**config.mk**
```make
export PLATFORM = sky130hd
export DESIGN_NAME = ook_frame_tx_flat
export DESIGN_NICKNAME = d
export VERILOG_FILES = /design/src/rtl/ook_frame_tx_if.sv /design/src/rtl/ook_frame_tx.sv /design/src/flat_wrapper.sv
export SDC_FILE = /design/constraint.sdc
export NUM_CORES = 1
export LEC_CHECK = 0
export ABC_AREA = 0
export BUFFER_PORTS_ARGS = -buffer_cell sky130_fd_sc_hd__buf_2
export CORE_MARGIN = 4
export CORE_UTILIZATION = 55
export DETAILED_ROUTE_END_ITERATION = 8
export HOLD_SLACK_MARGIN = 0.05
export MAX_ROUTING_LAYER = met4
export PLACE_DENSITY = 0.68
export SLEW_MARGIN = 40
export SYNTH_ARGS = -nofsm -noshare
export SYNTH_HDL_FRONTEND = slang
export SYNTH_SLANG_ARGS = --single-unit
```
**constraint.sdc**
```tcl
create_clock -name clk -period 4.47 [get_ports clk]
set_input_delay 0 -clock clk [delete_from_list [all_inputs] [get_ports clk]]
set_output_delay 0 -clock clk [all_outputs]
set_load 0.05 [all_outputs]
```
**src/rtl/ook_frame_tx_if.sv**
```systemverilog
// Byte-stream handshake bundle for the OOK frame transmitter.
//   tdata  : payload byte
//   tvalid : byte valid
//   tlast  : last byte of the payload
//   tready : receiver accepts a byte
// A beat transfers on a rising clock edge where tvalid & tready are both high;
// tdata/tlast carry no meaning while tvalid is low, and a source may raise or
// drop tvalid freely between beats.
interface ook_frame_tx_if;
  logic [7:0] tdata;
  logic       tvalid;
  logic       tlast;
  logic       tready;

  modport master (output tdata, output tvalid, output tlast, input tready);
  modport slave  (input tdata, input tvalid, input tlast, output tready);
endinterface

```
**src/rtl/ook_frame_tx.sv**
```systemverilog
// Frame builder and OOK chip generator. Buffers one payload from the byte
// stream, then sends preamble (0x55 x PREAMBLE_BYTES), SFD (0xD5), length,
// payload and CRC-8 (poly 0x07, init 0), MSB first, each bit held BIT_CLKS
// clocks and replicated on all 32 GT lanes, followed by IFG_BITS zero bits.
// Ports:
//   clk, gt0_tx_system_reset : clock, synchronous active-high reset
//   s                        : byte-stream slave (tdata/tvalid/tlast/tready)
//   gt0_txdata               : {32{chip}}, chip 1 = light on
//   tx_busy                  : high outside IDLE/LOAD
//   frame_done               : high on the last gap cycle
//   ovf_err                  : one-cycle pulse when a payload is dropped
//   dbg_state                : current FSM state
module ook_frame_tx #(
  parameter int MAX_PAYLOAD    = 64,
  parameter int PREAMBLE_BYTES = 4,
  parameter int BIT_CLKS       = 16,
  parameter int IFG_BITS       = 16
) (
  input  logic          clk,
  input  logic          gt0_tx_system_reset,
  ook_frame_tx_if.slave s,
  output logic [31:0]   gt0_txdata,
  output logic          tx_busy,
  output logic          frame_done,
  output logic          ovf_err,
  output logic [3:0]    dbg_state
);
  localparam int DIV_W   = (BIT_CLKS > 1) ? $clog2(BIT_CLKS) : 1;
  localparam int GAP_CYC = IFG_BITS * BIT_CLKS;
  localparam int GAP_W   = (GAP_CYC > 1) ? $clog2(GAP_CYC) : 1;
  localparam int AW      = (MAX_PAYLOAD > 1) ? $clog2(MAX_PAYLOAD) : 1;

  typedef enum logic [3:0] {
    IDLE, LOAD, DROP, PREAMBLE, SFD, LEN, PAYLOAD, CRC, GAP
  } state_t;

  state_t           state, state_n;
  logic [7:0]       count, count_n;
  logic [7:0]       idx, idx_n;
  logic [7:0]       sh, sh_n;
  logic [2:0]       bit_cnt, bit_n;
  logic [DIV_W-1:0] div, div_n;
  logic [GAP_W-1:0] gap_cnt, gap_n;
  logic [7:0]       crc, crc_n;
  logic             chip, tready_q, busy_q, ovf_q, ovf_n;
  logic             acc, bit_end, byte_end, sending, wr_en;
  logic [AW-1:0]    rd_idx;
  logic [7:0]       rd_byte;
  logic [7:0]       pbuf [MAX_PAYLOAD];

  function automatic logic [7:0] crc8(input logic [7:0] c, input logic [7:0] d);
    logic [7:0] r;
    r = c ^ d;
    for (int i = 0; i < 8; i++) begin
      r = r[7] ? ((r << 1) ^ 8'h07) : (r << 1);
    end
    return r;
  endfunction

  assign acc      = s.tvalid & tready_q;
  assign bit_end  = (div == DIV_W'(BIT_CLKS - 1));
  assign byte_end = bit_end & (bit_cnt == 3'd7);
  assign sending  = (state inside {PREAMBLE, SFD, LEN, PAYLOAD, CRC});

  // Buffer read is a plain mux from the register array, so the next byte is
  // ready in the same cycle the current one finishes: no bubble between bytes.
  assign rd_idx  = (state == LEN) ? '0 : AW'(idx + 8'd1);
  assign rd_byte = pbuf[rd_idx];

  always_comb begin
    state_n = state;
    count_n = count;
    idx_n   = idx;
    sh_n    = sh;
    bit_n   = bit_cnt;
    div_n   = div;
    gap_n   = gap_cnt;
    crc_n   = crc;
    ovf_n   = 1'b0;
    wr_en   = 1'b0;

    if (sending) begin
      if (bit_end) begin
        div_n = '0;
        bit_n = bit_cnt + 3'd1;
        sh_n  = sh << 1;
      end else begin
        div_n = div + DIV_W'(1);
      end
    end

    case (state)
      IDLE, LOAD: begin
        if (acc) begin
          if (state == LOAD && count == 8'(MAX_PAYLOAD)) begin
            // Overflowing byte is discarded; a tlast here ends the drop at once.
            ovf_n   = 1'b1;
            state_n = s.tlast ? IDLE : DROP;
            count_n = s.tlast ? 8'd0 : count;
          end else begin
            wr_en   = 1'b1;
            count_n = count + 8'd1;
            state_n = LOAD;
            if (s.tlast) begin
              state_n = PREAMBLE;
              sh_n    = 8'h55;
              idx_n   = 8'd0;
              bit_n   = 3'd0;
              div_n   = '0;
            end
          end
        end
      end
      DROP: begin
        if (acc && s.tlast) begin
          state_n = IDLE;
          count_n = 8'd0;
        end
      end
      PREAMBLE: begin
        if (byte_end) begin
          if (idx == 8'(PREAMBLE_BYTES - 1)) begin
            state_n = SFD;
            sh_n    = 8'hD5;
          end else begin
            idx_n = idx + 8'd1;
            sh_n  = 8'h55;
          end
        end
      end
      SFD: begin
        if (byte_end) begin
          state_n = LEN;
          sh_n    = count;
          crc_n   = crc8(8'h00, count);
        end
      end
      LEN: begin
        if (byte_end) begin
          state_n = PAYLOAD;
          idx_n   = 8'd0;
          sh_n    = rd_byte;
          crc_n   = crc8(crc, rd_byte);
        end
      end
      PAYLOAD: begin
        if (byte_end) begin
          if (idx == count - 8'd1) begin
            state_n = CRC;
            sh_n    = crc;
          end else begin
            idx_n = idx + 8'd1;
            sh_n  = rd_byte;
            crc_n = crc8(crc, rd_byte);
          end
        end
      end
      CRC: begin
        if (byte_end) begin
          state_n = GAP;
          gap_n   = '0;
        end
      end
      GAP: begin
        if (gap_cnt == GAP_W'(GAP_CYC - 1)) begin
          state_n = IDLE;
          count_n = 8'd0;
        end else begin
          gap_n = gap_cnt + GAP_W'(1);
        end
      end
      default: state_n = IDLE;
    endcase
  end

  // Output flops are loaded from next-state values so chips, tready and
  // tx_busy change on the same edge as the state they belong to.
  always_ff @(posedge clk) begin
    if (gt0_tx_system_reset) begin
      state    <= IDLE;
      count    <= 8'd0;
      idx      <= 8'd0;
      sh       <= 8'd0;
      bit_cnt  <= 3'd0;
      div      <= '0;
      gap_cnt  <= '0;
      crc      <= 8'd0;
      chip     <= 1'b0;
      tready_q <= 1'b0;
      busy_q   <= 1'b0;
      ovf_q    <= 1'b0;
    end else begin
      state    <= state_n;
      count    <= count_n;
      idx      <= idx_n;
      sh       <= sh_n;
      bit_cnt  <= bit_n;
      div      <= div_n;
      gap_cnt  <= gap_n;
      crc      <= crc_n;
      chip     <= (state_n inside {PREAMBLE, SFD, LEN, PAYLOAD, CRC}) & sh_n[7];
      tready_q <= (state_n inside {IDLE, LOAD, DROP});
      busy_q   <= !(state_n inside {IDLE, LOAD});
      ovf_q    <= ovf_n;
    end
  end

  // Payload storage carries no reset: its content is don't-care until rewritten.
  always_ff @(posedge clk) begin
    if (wr_en) pbuf[AW'(count)] <= s.tdata;
  end

  assign s.tready   = tready_q;
  assign gt0_txdata = {32{chip}};
  assign tx_busy    = busy_q;
  assign ovf_err    = ovf_q;
  assign frame_done = (state == GAP) && (gap_cnt == GAP_W'(GAP_CYC - 1));
  assign dbg_state  = state;
endmodule

```
**src/flat_wrapper.sv**
```systemverilog
// flat-port wrapper written by rule: the top's interface ports become plain ports
module ook_frame_tx_flat 
#(
  parameter int MAX_PAYLOAD    = 64,
  parameter int PREAMBLE_BYTES = 4,
  parameter int BIT_CLKS       = 16,
  parameter int IFG_BITS       = 16
)
  (clk, gt0_tx_system_reset, gt0_txdata, tx_busy, frame_done, ovf_err, dbg_state, s_tdata, s_tvalid, s_tlast, s_tready);
  ook_frame_tx_if s_i ();
  input  logic clk;
  input  logic gt0_tx_system_reset;
  output logic [31:0] gt0_txdata;
  output logic tx_busy;
  output logic frame_done;
  output logic ovf_err;
  output logic [3:0] dbg_state;
  input wire logic [$bits(s_i.tdata)-1:0] s_tdata;
  input wire logic [$bits(s_i.tvalid)-1:0] s_tvalid;
  input wire logic [$bits(s_i.tlast)-1:0] s_tlast;
  output wire logic [$bits(s_i.tready)-1:0] s_tready;
  assign s_i.tdata = s_tdata;
  assign s_i.tvalid = s_tvalid;
  assign s_i.tlast = s_tlast;
  assign s_tready = s_i.tready;
  ook_frame_tx #(.MAX_PAYLOAD(MAX_PAYLOAD), .PREAMBLE_BYTES(PREAMBLE_BYTES), .BIT_CLKS(BIT_CLKS), .IFG_BITS(IFG_BITS)) u_core (.clk(clk), .gt0_tx_system_reset(gt0_tx_system_reset), .s(s_i), .gt0_txdata(gt0_txdata), .tx_busy(tx_busy), .frame_done(frame_done), .ovf_err(ovf_err), .dbg_state(dbg_state));
endmodule
```
==> flow_metrics.py <==
metrics = {
    "critical_path": {
        "cp.required_ps": 5040,
        "timing_worst_setup_path_type": "reg -> reg",
        "crit_fanout": 14,
        "cp.arrival_ps": 4890,
        "startpoint_type": "flip-flop",
        "cp-end-kind": "flip-flop",
        "reg2reg_depth": 12,
    },
    "power": {
        "p_sw_uw": 2300,
        "p_seq_share_pct": 53.6,
        "swShare_pct": 21.2,
        "pwr-share-comb_pct": 2.9,
        "leakage_uw": 0.00934,
        "p_int_uw": 8520,
        "clock_power_share_pct": 43.5,
        "vdd_drop_max_mv": 0.383,
        "p_per_area_nw_per_um2": 382,
    },
    "logic_synthesis": {
        "synth_ff_type": "edfxtp_1",
        "yosysSeqAreaShare_pct": 65.1,
        "synth_common_cells": "512 x edfxtp_1, 156 x nand2_1, 153 x nor2_1, 98 x a21oi_1, 82 x mux2i_1",
        "synth_top_area_share_pct": 60.7,
        "avgSynthCellArea_um2": 13.4,
        "yosys_warnings": 0,
        "synth.largest_area_cell": "edfxtp_1",
        "synthCells": 1891,
        "yosysMostFrequentCell": "edfxtp_1",
        "synthArstFlopShare_pct": 0,
        "synth_edf_count": 512,
        "syn-num-nets": 1923,
        "ys_seq_elements": 567,
        "synth.distinct_cells": 93,
        "synth_area_um2": 25300,
        "synthTopCellsByArea": "edfxtp_1 61%, dfxtp_1 4.3%, mux2i_1 3.2%",
    },
    "floorplanning": {
        "start_util_pct": 55.7,
        "num_io_pins": 52,
        "die_x_um": 223,
        "core-area_um2": 45500,
        "fp.dieArea_um2": 49500,
        "fp.dieH_um": 223,
        "rows": 78,
    },
    "global_routing": {
        "grt.total_usage_pct": 29.8,
        "grt_pass1_vias": 16400,
        "antenna_found_initial": 0,
        "grt_max_degree": 74,
        "grt_overflow": 0,
        "grt_pass1_wl_um": 109000,
    },
    "cts": {
        "cts_tree": "built",
        "cts_buffers": 57,
        "cts_root_buf": "clkbuf_16",
        "postCtsSetupBuffers": 0,
        "clk_latency_ps": 640,
        "clkTransAtPathRegs_ps": 70,
        "cts_sinks": 567,
        "h-tree-depth": 2,
        "cts_buffer_depth": 3,
    },
    "sta": {
        "rsz0062_at_grt": "false",
        "setup_viol": 0,
        "worst_slack_ps": 152,
        "min_period_ps": 4320,
        "worst_pin_slew_ps": 868,
        "relSlewSlack_pct": 40.6,
        "hold_ws_ps": 45.2,
        "fin_setup_tns_ps": 0,
        "hold_violations": 0,
        "fmax_mhz": 232,
        "slew_violations": 0,
        "fin_skew_ps": 22.1,
        "finalCritPeriodShare_pct": 96.6,
    },
    "route": {
        "drc": 0,
        "wl_per_cell_um": 28.1,
        "drtIter0Drc": 2423,
        "vias": 17200,
        "wl_um": 73300,
        "dr.pass1.iters": 6,
        "drtAntennaViolNets": 0,
        "via_per_inst": 6.58,
    },
    "worst_hold_path": {
        "hold_path.class": "in -> reg",
        "hold-path-cell-count": 2,
    },
    "finish": {
        "synthToLayoutAreaGrowth_pct": 11.7,
        "final_util_pct": 62.2,
        "nets": 1993,
        "seqCellArea_um2": 16500,
        "multiInputGateArea_um2": 7910,
        "drive_gt1_share_pct": 16.9,
        "n_antenna_cell": 0,
        "fill_cells": 3484,
    },
    "run": {
        "timing.max_cap.violations": 0,
    },
    "placed_design": {
        "dp_slack_ps": 337,
        "hpwl_um": 45800,
        "gp_congestion": 0.918,
        "io_buffers": 51,
    },
    "outcome": {
        "outcome": "finished, final reports clean",
    },
}
metal layers:
layer	global-route usage, %	vias up	wire (um)
li1	-	7393	-
met3	5.17	188	7460
met2	46.6	1056	34200
met5	-	-	0
met1	40.5	8525	28800
met4	9.45	0	2830
cells by family after synthesis:
group,Yosys count,share of synthesized area [%]
simple gates,496,9.20
fa+ha+maj,20,0.988
flops,567,65.1
compound gates,428,11.7
mux,130,6.18
buf+inv,178,4.08
xor+xnor,72,2.82
cell type report:
type	instances	area share, %
flip-flops and latches	567	58.3
multi-input cells	1146	28.0
clock buffers	70	5.25
repair buffers	170	4.48
well taps	600	2.65
clock inverters	37	1.15
inverters	19	0.252
what timing repair did:
| item | 4_1_cts | 5_1_grt |
|---|---|---|
| gates resized for setup | 0 | 1 |
| hold buffers | 4 | 0 |
| hold endpoints to repair | 24 | 0 |
| endpoints found under the setup margin | 0 | 1 |
sequential cells by signal, indices dropped and copies added (netlist names):
register          flops
u_core.ovf_err        1
u_core.count          8
u_core.idx            8
u_core.s.tready       1
u_core.pbuf         512
u_core.bit_cnt        3
u_core.dbg_state      4
u_core.gap_cnt        8
u_core.crc            8
u_core.sh             8
u_core.chip           1
u_core.tx_busy        1
u_core.div            4
critical path: stages (launching register included):
cell and delay, ps:
dfxtp_1 470, ha_2 470, or2_2 190, and4_1 780, nor2_1 280, a21boi_1 260, nor4b_1 560, a211o_2 350
xnor2_4 100, xnor2_1 290, xnor2_1 120, a211oi_1 260, a21o_1 110
path summary, 6_finish.rpt:
kind | start | to | slack (ps)
hold / removal | s_tdata[2] | u_core.pbuf[29][2] | 50
setup / recovery | u_core.idx[1] | u_core.crc[7] | 150
setup reg to reg | u_core.idx[1] | u_core.crc[7] | 150
hold reg to reg | u_core.bit_cnt[1] | u_core.bit_cnt[1] | 510
through the flow:
step                      instance area, um^2  power, uW  cells
after floorplan                         25300       6070   1891
after global placement                  26400       6210   2497
after detailed placement                26400       6220   2497
after CTS                               28300      10900   2608
after global routing                    28300      11100   2609
final                                   28300      10800   2609
power groups by stage:
| stage | Clock (uW) | Sequential (uW) | Combinational (uW) |
|---|---|---|---|
| after global routing | 4980 | 5790 | 337 |
| after global placement | 0 | 5910 | 303 |
| after detailed placement | 0 | 5910 | 308 |
| after CTS | 4750 | 5800 | 310 |
| after floorplan | 0 | 5920 | 150 |
| final | 4710 | 5800 | 317 |
placed cells by master, fill, tap and decap left out, drive strengths merged, types with 9 or more instances in the layout:
| cell type | Yosys | final |
|---|---|---|
| ha | 20 | 20 |
| nor2 | 156 | 156 |
| mux4 | 18 | 18 |
| a22oi | 13 | 13 |
| nand4 | 17 | 17 |
| nand2 | 157 | 157 |
| a211oi | 32 | 32 |
| dfxtp | 55 | 55 |
| a311oi | 10 | 10 |
| o22ai | 14 | 14 |
| a221oi | 38 | 38 |
| nand3 | 43 | 43 |
| nor3 | 31 | 31 |
| a221o | 9 | 9 |
| nand2b | 12 | 12 |
| clkbuf | 34 | 70 |
| mux2 | 30 | 30 |
| clkinv | 1 | 28 |
| and3 | 14 | 14 |
| xor2 | 20 | 20 |
| xnor2 | 50 | 50 |
| mux2i | 82 | 82 |
| or3 | 15 | 15 |
| o21ai | 82 | 82 |
| nor2b | 19 | 19 |
| o221ai | 12 | 12 |
| buf | 125 | 166 |
| edfxtp | 512 | 512 |
| a31oi | 27 | 27 |
| o211ai | 12 | 12 |
| a21oi | 98 | 98 |
| inv | 18 | 21 |
No activity file was read; power rests on OpenSTA's default activity.
